`src/rtl/phy_rx_s2p.sv`:
```
// ============================================================================
// phy_rx_s2p
// ----------------------------------------------------------------------------
// Receive end of one PHY serial lane. A 1-bit stream sampled on clk_8f
// (MSB first) is deserialised into bytes. The receiver hunts bit-by-bit for
// the COMMA idle symbol. It then checks that COMMA_CNT consecutive commas
// land on byte boundaries and declares the link active. Once active, every
// non-comma byte is presented on data_out with valid_out=1. A comma byte
// clears valid_out and leaves data_out unchanged. Only reset leaves ACTIVE.
//
// Parameters
//   COMMA      idle/alignment symbol (default 8'hBC)
//   COMMA_CNT  aligned commas required to go active, legal range 1..15
//
// Ports
//   clk_8f     in   1   serial bit clock, posedge
//   reset_L    in   1   asynchronous active-low reset
//   enable     in   1   1 = shift/count, 0 = freeze all state (byte_stb low)
//   data_in    in   1   serial data, MSB first
//   data_out   out  8   last received data byte
//   valid_out  out  1   data_out holds a non-comma byte received in ACTIVE
//   byte_stb   out  1   one-cycle pulse per aligned byte boundary
//   comma_cnt  out 16   (PHY_RX_COMMA_STATS_EN only) saturating count of
//                       comma bytes seen at ACTIVE boundaries
//   active     out  1   high while in ACTIVE
//
// Optional feature macro: PHY_RX_COMMA_STATS_EN
// ============================================================================
module phy_rx_s2p #(
    parameter logic [7:0]  COMMA     = 8'hBC,
    parameter int unsigned COMMA_CNT = 4
) (
    input  logic        clk_8f,
    input  logic        reset_L,
    input  logic        enable,
    input  logic        data_in,
    output logic [7:0]  data_out,
    output logic        valid_out,
    output logic        byte_stb,
`ifdef PHY_RX_COMMA_STATS_EN
    output logic [15:0] comma_cnt,
`endif
    output logic        active
);

    localparam logic [1:0] ST_HUNT   = 2'd0;
    localparam logic [1:0] ST_SYNC   = 2'd1;
    localparam logic [1:0] ST_ACTIVE = 2'd2;

    localparam logic [3:0] LP_NEED = 4'(COMMA_CNT);

    logic [7:0] r_sreg;
    logic [2:0] r_bit_cnt;
    logic [3:0] r_ccnt;
    logic [1:0] r_state;
    logic [7:0] r_data;
    logic       r_valid;
    logic       r_stb;
    logic       r_active;

    logic [7:0] w_nxt;
    logic       w_is_comma;
    logic       w_boundary;
    logic [3:0] w_ccnt_inc;

    // The byte is judged on the edge that samples its last bit, so the
    // decision uses the shift value being loaded, not the stored one.
    assign w_nxt      = {r_sreg[6:0], data_in};
    assign w_is_comma = (w_nxt == COMMA);
    assign w_boundary = (r_state != ST_HUNT) && (r_bit_cnt == 3'd7);
    assign w_ccnt_inc = r_ccnt + 4'd1;

    always_ff @(posedge clk_8f or negedge reset_L) begin
        if (!reset_L) begin
            r_sreg    <= '0;
            r_bit_cnt <= '0;
            r_ccnt    <= '0;
            r_state   <= ST_HUNT;
            r_data    <= '0;
            r_valid   <= 1'b0;
            r_stb     <= 1'b0;
            r_active  <= 1'b0;
        end else if (!enable) begin
            r_stb <= 1'b0;
        end else begin
            r_sreg <= w_nxt;
            r_stb  <= w_boundary;
            case (r_state)
                ST_HUNT: begin
                    if (w_is_comma) begin
                        r_bit_cnt <= '0;
                        r_ccnt    <= 4'd1;
                        if (LP_NEED == 4'd1) begin
                            r_state  <= ST_ACTIVE;
                            r_active <= 1'b1;
                        end else begin
                            r_state <= ST_SYNC;
                        end
                    end
                end
                ST_SYNC: begin
                    r_bit_cnt <= r_bit_cnt + 3'd1;
                    if (w_boundary) begin
                        if (w_is_comma) begin
                            r_ccnt <= w_ccnt_inc;
                            if (w_ccnt_inc == LP_NEED) begin
                                r_state  <= ST_ACTIVE;
                                r_active <= 1'b1;
                            end
                        end else begin
                            // Misaligned or corrupted: drop back and start
                            // searching from the next edge.
                            r_state <= ST_HUNT;
                            r_ccnt  <= '0;
                        end
                    end
                end
                ST_ACTIVE: begin
                    r_bit_cnt <= r_bit_cnt + 3'd1;
                    if (w_boundary) begin
                        if (w_is_comma) begin
                            r_valid <= 1'b0;
                        end else begin
                            r_data  <= w_nxt;
                            r_valid <= 1'b1;
                        end
                    end
                end
                default: begin
                    r_state <= ST_HUNT;
                    r_ccnt  <= '0;
                end
            endcase
        end
    end

`ifdef PHY_RX_COMMA_STATS_EN
    logic [15:0] r_comma_cnt;

    always_ff @(posedge clk_8f or negedge reset_L) begin
        if (!reset_L) begin
            r_comma_cnt <= '0;
        end else if (enable && w_boundary && (r_state == ST_ACTIVE) &&
                     w_is_comma && (r_comma_cnt != '1)) begin
            r_comma_cnt <= r_comma_cnt + 16'd1;
        end
    end

    assign comma_cnt = r_comma_cnt;
`endif

    assign data_out  = r_data;
    assign valid_out = r_valid;
    assign byte_stb  = r_stb;
    assign active    = r_active;

endmodule

```
`config.mk`:
```
export PLATFORM = sky130hd
export DESIGN_NAME = phy_rx_s2p
export DESIGN_NICKNAME = d
export VERILOG_FILES = /design/src/rtl/phy_rx_s2p.sv
export SDC_FILE = /design/constraint.sdc
export NUM_CORES = 1
export LEC_CHECK = 0
export ABC_AREA = 1
export BUFFER_PORTS_ARGS = -buffer_cell sky130_fd_sc_hd__buf_2
export CAP_MARGIN = 5
export CORE_MARGIN = 3
export CORE_UTILIZATION = 30
export DETAILED_ROUTE_END_ITERATION = 8
export GPL_TIMING_DRIVEN = 0
export SYNTH_ARGS = -nofsm -noshare
export SYNTH_HDL_FRONTEND = slang
export SYNTH_SLANG_ARGS = --single-unit
```
`constraint.sdc`:
```
create_clock -name clk_8f -period 1.49 [get_ports clk_8f]
set_input_delay 0.149 -clock clk_8f [delete_from_list [all_inputs] [get_ports clk_8f]]
set_output_delay 0.149 -clock clk_8f [all_outputs]
set_load 0.02 [all_outputs]
```
==> results of run 1 <==
-- timing repair --
action / 4_1_cts / 5_1_grt
buffers inserted: 0 / 5
gates resized for setup: 2 / 14
endpoints found under the setup margin: 13 / 15
pin swaps: 0 / 3
hold endpoints to repair: 27 / 0
hold buffers: 1 / 0
-- area by class of cell --
cell class                      instances  area (sq um)
Timing Repair Buffer                   19           113
Inverter                               19          73.8
Clock buffer                            3          41.3
Sequential cell                        27           676
Clock inverter                          1          7.51
Buffer                                  3          31.3
Tap cell                               52          65.1
Multi-Input combinational cell        108           682
Fill cell                             458          2760
-- routing by layer --
layer,GRT usage,wire length [microns],share of wire,up-vias
met1,0.152,1320,0.51,477
met5,0,0,0,-
met4,0.0593,71,0.027,0
li1,-,-,-,547
met3,0.0162,65,0.025,5
met2,0.177,1130,0.44,15
-- power by group --
part / internal, W / switching [W] / leakage (nW)
combinational: 0.000205 / 0.000320 / 0.442
clock: 0.000191 / 0.000243 / 0.0217
sequential: 0.000814 / 0.0000773 / 0.363
total: 0.00121 / 0.000641 / 0.826
-- sequential cells by signal (all words and copies together), names as in the netlist --
name,count
data_out,8
r_sreg,7
r_ccnt,4
r_bit_cnt,3
r_state,2
active,1
byte_stb,1
valid_out,1
-- cells by family after synthesis --
kind of cell	synth area share
buffers and inverters	0.0695
AND/OR/NAND/NOR	0.278
flip-flops	0.481
adder cells (fa/ha/maj)	0.0623
AO/OA/AOI/OAI	0.110
-- worst max-delay path: cells and delay by family (launching register included) --
kind / cells / cell delay, ps
flip-flops: 1 / 390
adder cells (fa/ha/maj): 2 / 350
buffers and inverters: 2 / 280
AND/OR/NAND/NOR: 3 / 270
AO/OA/AOI/OAI: 1 / 40
-- final timing paths --
check / start / endpoint / depth (start not counted)
setup / recovery: r_bit_cnt[0] / data_out[6] / 8
hold reg to reg: data_out[2] / data_out[2] / 2
hold / removal: data_in / r_sreg[0] / 3
min in group asynchronous: reset_L / r_sreg[0] / 2
setup reg to reg: r_bit_cnt[0] / data_out[6] / 8
max in group asynchronous: reset_L / r_ccnt[3] / 2
-- placed cells by master (no fill, tap or decap), drive strengths merged --
| cell | instances |
|---|---|
| a21oi | 2 |
| buf | 20 |
| clkbuf | 4 |
| clkinvlp | 1 |
| dfrtp | 27 |
| dlygate4sd3 | 1 |
| ha | 7 |
| inv | 19 |
| nand2 | 56 |
| nand3 | 10 |
| nand4 | 2 |
| nor2 | 10 |
| nor3 | 1 |
| o21ai | 19 |
| o21bai | 1 |
-- through the flow --
| step | power (W) | setup slack [ps] | utilization |
|---|---|---|---|
| final | 0.00185 | 52.3 | 0.380 |
| after floorplan | 0.00124 | 78.4 | - |
| after global placement | 0.00133 | -66.5 | 0.345 |
| after CTS | 0.00181 | 8.88 | 0.361 |
| after detailed placement | 0.00134 | -79.0 | 0.345 |
| after global routing | 0.00200 | -43.3 | 0.380 |
==> results.toml, run 1 <==
[synthesis]
syn_area_sq_um = 1410
synth_edf_count = 0
synth_nets = 168
syn_inst = 157
ys_warn_count = 0
synthArstFlopShare = 1.00
ys_seq_area_frac = 0.481
yosysMostFrequentCell = "nand2_1"
yosys.cell_types.count = 24
synth_top_area_frac = 0.481
syn_avg_cell_area_sq_um = 8.95
synth_ff_type = "dfrtp_1"
synth_top_area_cell = "dfrtp_1"
synthTopCellsByCount = "nand2_1, dfrtp_1, inv_1, o21ai_0"
ys_top_cells_by_area = "dfrtp_1, nand2_1, ha_1"
ys_seq_elements = 27

[placed_design]
hpwl_microns = 1880
dpl_cell_area_sq_um = 1540
dp.cells = 222
place.gp.congestion = 0.787
portBuffers = 13

[clock_network]
cts_buffers = 3
htreeDepth = 1
cts_sinks = 27
clockBufferDepth = 2
cts_tree = "yes"
cts-root-buf = "clkbuf_8"
path_clk_slew_ps = 100
insertion_delay_ps = 280

[worst_setup_path]
cp_data_required_time_ps = 1680
slowest_delay_ps = 390
crit_fanout = 10
crit_path_end_kind = "register"
critPathKind = "reg2reg"
cp-start-kind = "register"
crit_chain = "ha_2 > ha_4 > nand3_2 > inv_2 > nand3_4 > buf_12 > nand2_2 > o21ai_2"
ff2ff_setup_slack_ps = 50
slowest_stage = "dfrtp_1"
cp_data_arrival_time_ps = 1620

[pwr]
cellLeakagePower_nw = 0.826
p_per_area_nw_per_um2 = 1100
ir_drop_mv = 0.507

[layout]
fin_area_sq_um = 1690
syn_to_final_growth_pct = 20.2
antennaDiodeCount = 0
layout-drive-gt1-share = 0.361
nNetsFinal = 192
instances_no_fill = 232

[drt]
dr_total_vias = 1044
postRouteAntennaNets = 0
viasPerCell = 4.50
drt-initial-drc-count = 41
routed_wl_microns = 2590
post_drt_wl_per_cell_microns = 11.2
drcViolationCount = 0
first_pass_iters = 4

[timing]
holdWs_ps = 113
fin_crit_ps = 1440
rsz0062_at_grt = "yes"
drv_slew = 0
fin_crit_sh = 0.965
hold_viol = 0
fin_skew_ps = 7.20
finalSetupViolCount = 0
relSlewSlack = 0.593
max_freq_mhz = 696
final.setup.tns_ps = 0
max_slew.worst_pin.slew_ps = 611

[job]
cap_violations = 0

[floorplan]
io_pins = 15
start_util = 0.316
rows = 24
die_w_microns = 74.4
dieArea_sq_um = 5540
die_y_microns = 74.4
core_sq_um = 4440

[global_route]
gr-total-overflow = 0
grt_usage = 0.113
antenna_found_initial = 0
grt_pass1_vias = 1003
grt_pass1_wl_microns = 4720
grt_max_degree = 28

[outcome]
outcome = "complete, no violations"

[hold_path]
hold_class = "in2reg"
(Power assumes the default switching activity.)
==> inputs of run 2 (changes only) <==
--- a/config.mk
+++ b/config.mk
@@ -12,6 +12,7 @@
 export CORE_UTILIZATION = 30
 export DETAILED_ROUTE_END_ITERATION = 8
 export GPL_TIMING_DRIVEN = 0
+export SETUP_SLACK_MARGIN = 0.3
 export SYNTH_ARGS = -nofsm -noshare
 export SYNTH_HDL_FRONTEND = slang
 export SYNTH_SLANG_ARGS = --single-unit
==> run 2 against run 1 <==
  * Via count is 0.38% higher
  * Sequential share of layout area is 1.0 points lower
  * Worst setup slack better by 44 ps
  * Global-route usage hardly changed
  * Clock skew is 5.6 ps lower
  * First-iteration DRC count is 9.8% higher
  * Wire length is 2.6% higher
  * Cell area is 3.0% higher
  * Critical path depth is 1 higher
  * Combinational power is 13% higher
  * Highest routed layer unchanged
==> results.toml, run 2 (same netlist as run 1, synthesis figures left out) <==
[outcome]
outcome = "complete, no violations"

[drt]
drt-initial-drc-count = 45
drcViolationCount = 0
routed_wl_microns = 2660
viasPerCell = 4.42
post_drt_wl_per_cell_microns = 11.2
postRouteAntennaNets = 0
dr_total_vias = 1048
first_pass_iters = 4

[worst_setup_path]
critPathKind = "reg2reg"
crit_top_cell = "nand2_2"
crit_path_end_kind = "register"
cp_data_required_time_ps = 1660
cp-start-kind = "register"
slowest_stage = "dfrtp_1"
slowest_delay_ps = 370
crit_fanout = 7
worst-path-buf-inv = 0
cp_top_family = "simple AND/OR/NAND/NOR gates"
crit_chain = "ha_2 > ha_4 > nand2_2 > nand2_2 > nand3_2 > a21oi_4 > nand2_2 > nand2_1 > nand2_1"
cp_data_arrival_time_ps = 1570

[timing]
fin_skew_ps = 1.62
max_slew.worst_pin.slew_ps = 601
fin_crit_sh = 0.935
relSlewSlack = 0.599
drv_slew = 0
max_freq_mhz = 717
worst_slack_ps = 96.2
hold_viol = 0
rsz0062_at_grt = "yes"
finalSetupViolCount = 0
fin_crit_ps = 1390

[global_route]
grt_max_degree = 28
grt_usage = 0.113
gr-total-overflow = 0
grt_pass1_wl_microns = 4820
antenna_found_initial = 0
grt_pass1_vias = 1028

[placed_design]
dpl_cell_area_sq_um = 1570
pre_cts_slack_ps = 53.8
hpwl_microns = 1890
portBuffers = 13
dp.cells = 222
place.gp.congestion = 0.745

[floorplan]
die_y_microns = 74.4
die_w_microns = 74.4
start_util = 0.316
core_sq_um = 4440
rows = 24
io_pins = 15
dieArea_sq_um = 5540

[pwr]
cellLeakagePower_nw = 0.845
ir_drop_mv = 0.655
p_per_area_nw_per_um2 = 1090

[layout]
layout-drive-gt1-share = 0.405
antennaDiodeCount = 0
fin_area_sq_um = 1740
largest_reg_flops = 8
instances_no_fill = 237
layout_common_cells = "nand2_1, dfrtp_1, nand2_2"
final_common_cell = "nand2_1"
nNetsFinal = 197
syn_to_final_growth_pct = 23.8

[job]
cap_violations = 0

[clock_network]
clockBufferDepth = 2
cts_buffers = 3
path_clk_slew_ps = 90
cts-root-buf = "clkbuf_8"
cts_tree = "yes"
htreeDepth = 1
cts_sinks = 27
insertion_delay_ps = 270

[hold_path]
hold_class = "in2reg"
run 2: cell count changes in the layout (fill, tap and decap cells not counted), sizes merged:
cell	previous run	this run
clkinvlp	1	0
clkinv	0	1
buf	20	25
run 2: path summary, 6_finish.rpt:
kind / from / endpoint / slack, ps / depth (start not counted)
setup / recovery: r_bit_cnt[0] / r_state[0] / 100 / 9
hold / removal: data_in / r_sreg[0] / 120 / 3
setup reg to reg: r_bit_cnt[0] / r_state[0] / 100 / 9
hold reg to reg: active / active / 480 / 1
max in group asynchronous: reset_L / r_ccnt[1] / 640 / 2
min in group asynchronous: reset_L / r_sreg[0] / 420 / 2
run 2: stage by stage:
step | util | hold WS (ps) | TNS (ps) | total power (W)
finish | 0.391 | 123 | 0 | 0.00189
floorplan | - | -147 | 0 | 0.00129
detailed placement | 0.353 | 203 | 0 | 0.00139
CTS | 0.386 | 119 | 0 | 0.00187
global placement | 0.353 | 200 | 0 | 0.00138
global route | 0.391 | 136 | -71.9 | 0.00204
run 2: layout make-up:
| type | count | area (sq um) |
|---|---|---|
| buffer | 3 | 31.3 |
| clock buffer | 3 | 41.3 |
| clock inverter | 1 | 5.00 |
| fill | 452 | 2710 |
| inverter | 19 | 73.8 |
| multi-input combinational | 108 | 679 |
| sequential | 27 | 678 |
| tap | 52 | 65.1 |
| timing repair buffer | 24 | 165 |
run 2: tightest hold or removal path: stages:
cell	delay, ps
buf_2	100
nand2_1	50
o21ai_0	70
run 2: report_power, final:
part	switching (W)	total, W	leakage [nW]	internal (W)
Combinational	0.000341	0.000592	0.459	0.000251
Clock	0.000233	0.000420	0.0255	0.000188
Sequential	0.0000649	0.000881	0.360	0.000817
Total	0.000638	0.00189	0.845	0.00126
run 2: timing repair:
item / 4_1_cts / 5_1_grt
setup buffers: 8 / 2
pin swaps: 3 / 2
hold buffers: 1 / 0
gates resized for setup: 10 / 4
cloned: 0 / 0
endpoints found under the hold margin: 27 / 0
setup endpoints to repair: 19 / 19
run 2: metal layers:
layer / track usage / wire [microns]
met1: 0.159 / 1390
met2: 0.169 / 1140
met3: 0.0243 / 70
met5: 0 / 0
met4: 0.0474 / 53
==> inputs of run 3 (changes only) <==
--- a/config.mk
+++ b/config.mk
@@ -8,10 +8,13 @@
 export ABC_AREA = 1
 export BUFFER_PORTS_ARGS = -buffer_cell sky130_fd_sc_hd__buf_2
 export CAP_MARGIN = 5
+export CELL_PAD_IN_SITES_DETAIL_PLACEMENT = 2
+export CELL_PAD_IN_SITES_GLOBAL_PLACEMENT = 2
 export CORE_MARGIN = 3
 export CORE_UTILIZATION = 30
 export DETAILED_ROUTE_END_ITERATION = 8
 export GPL_TIMING_DRIVEN = 0
+export PLACE_DENSITY_LB_ADDON = 0.1
 export SETUP_SLACK_MARGIN = 0.3
 export SYNTH_ARGS = -nofsm -noshare
 export SYNTH_HDL_FRONTEND = slang
==> run 3 against run 2 <==
  * Flip-flop and latch count stayed put
  * Final cell count is 3.0% higher
  * Worst hold slack better by 10 ps
  * Via count is 11% higher
  * Clock power is 4% higher
  * Critical endpoint is now data_out[6]
  * Largest cell class unchanged
  * Largest power group unchanged
==> results.toml, run 3 (same netlist as run 1, synthesis figures left out) <==
[worst_setup_path]
slowest_stage = "dfrtp_1"
slowest_delay_ps = 400
worst-path-buf-inv = 4
crit_path_end_kind = "register"
cp_data_required_time_ps = 1670
cp_top_family = "buffers and inverters"
crit_fanout = 6
cp-start-kind = "register"
crit_chain = "inv_2 > ha_4 > inv_6 > nand3_4 > inv_4 > nand3_4 > buf_12 > nand2_4 > o21ai_2"
critPathKind = "reg2reg"
crit_top_cell = "nand3_4"
cp_data_arrival_time_ps = 1640

[placed_design]
portBuffers = 13
pre_cts_slack_ps = -6.50
place.gp.congestion = 0.730
hpwl_microns = 2560

[timing]
worst_slack_ps = 24.7
fin_skew_ps = 2.83
fin_crit_sh = 0.983
relSlewSlack = 0.558
finalSetupViolCount = 0
hold_viol = 0
max_slew.worst_pin.slew_ps = 663
drv_slew = 0
max_freq_mhz = 682
fin_crit_ps = 1470
rsz0062_at_grt = "yes"

[clock_network]
path_clk_slew_ps = 100
clockBufferDepth = 2
cts_buffers = 3
insertion_delay_ps = 270
cts_tree = "yes"
htreeDepth = 1
cts-root-buf = "clkbuf_8"
cts_sinks = 27

[layout]
utilization = 0.437
antennaDiodeCount = 0
layout_common_cells = "nand2_1, dfrtp_1, nand2_2"
syn_to_final_growth_pct = 38.3
largest_reg_flops = 8
final_common_cell = "nand2_1"
n_fill_cell = 496
layout-drive-gt1-share = 0.516
nNetsFinal = 204

[pwr]
p_per_area_nw_per_um2 = 1140
power_w = 0.00221
ir_drop_mv = 0.396
cellLeakagePower_nw = 0.910

[floorplan]
dieArea_sq_um = 5540
io_pins = 15
die_w_microns = 74.4
rows = 24
die_y_microns = 74.4
core_sq_um = 4440
start_util = 0.316

[drt]
drt-initial-drc-count = 29
viasPerCell = 4.75
post_drt_wl_per_cell_microns = 16.5
drcViolationCount = 0
routed_wl_microns = 4020
dr_total_vias = 1159
postRouteAntennaNets = 0
first_pass_iters = 4

[hold_path]
hold_class = "in2reg"

[outcome]
outcome = "complete, no violations"

[global_route]
grt_max_degree = 28
grt_pass1_vias = 1303
gr-total-overflow = 0
grt_usage = 0.155
grt_pass1_wl_microns = 6560
antenna_found_initial = 0

[job]
cap_violations = 0
==> run 3: cell types whose count changed in the layout (fill, tap and decap cells not counted), moves of 2 or more <==
| cell | delta |
|---|---|
| nand3_1 | -2 |
| buf_6 | +5 |
| nand2_4 | +6 |
| nand2_2 | +6 |
| nand2_1 | -12 |
| nor2_4 | +2 |
==> run 3: worst paths after layout <==
kind                          endpoint        start  slack (ps)  cells past startpoint
max                        data_out[6]   r_state[1]          20                      9
min                        data_out[0]      data_in         130                      3
max reg2reg                data_out[6]   r_state[1]          20                      9
min reg2reg                data_out[2]  data_out[2]         500                      2
max in group asynchronous    r_ccnt[0]      reset_L         590                      2
min in group asynchronous  data_out[5]      reset_L         430                      2
==> run 3: power by group <==
part | total (W) | internal [W] | switching [W] | leakage (nW)
combinational | 0.000875 | 0.000389 | 0.000486 | 0.530
clock | 0.000438 | 0.000190 | 0.000248 | 0.0217
sequential | 0.000895 | 0.000819 | 0.0000754 | 0.359
==> run 3: worst register-to-register path: stages (launching register included) <==
cell and delay, ps:
dfrtp_1 400, inv_2 80, ha_4 180, inv_6 80
nand3_4 90, inv_4 80, nand3_4 160, buf_12 210
nand2_4 50, o21ai_2 40
==> run 3: per-stage QoR <==
stage	setup TNS (ps)	area, sq um	hold slack (ps)	instances
floorplan	0	1440	-147	157
detailed placement	-8.24	1570	217	222
global route	-498	1940	136	244
finish	0	1940	134	244
global placement	0	1570	203	222
CTS	0	1790	128	239
==> run 3: metal layers <==
layer	vias up	track usage	part of all wire
met1	585	0.196	0.45
li1	564	-	-
met2	8	0.279	0.53
met4	0	0.0356	0.0057
met5	-	0	0
met3	2	0.0230	0.016
==> run 3: layout make-up <==
cell class | count | area [sq um] | area share
tap | 52 | 65.1 | 0.0335
clock inverter | 1 | 7.51 | 0.00386
inverter | 19 | 78.8 | 0.0406
timing repair buffer | 31 | 256 | 0.132
multi-input combinational | 108 | 783 | 0.403
buffer | 3 | 31.3 | 0.0161
clock buffer | 3 | 41.3 | 0.0212
sequential | 27 | 679 | 0.350
==> run 3: repair_timing <==
action | 4_1_cts | 5_1_grt
gates resized for setup | 19 | 30
cloned | 1 | 0
pin swaps | 3 | 10
setup endpoints to repair | 19 | 19
hold endpoints to repair | 27 | 0
setup buffers | 11 | 5
hold buffers | 1 | 0
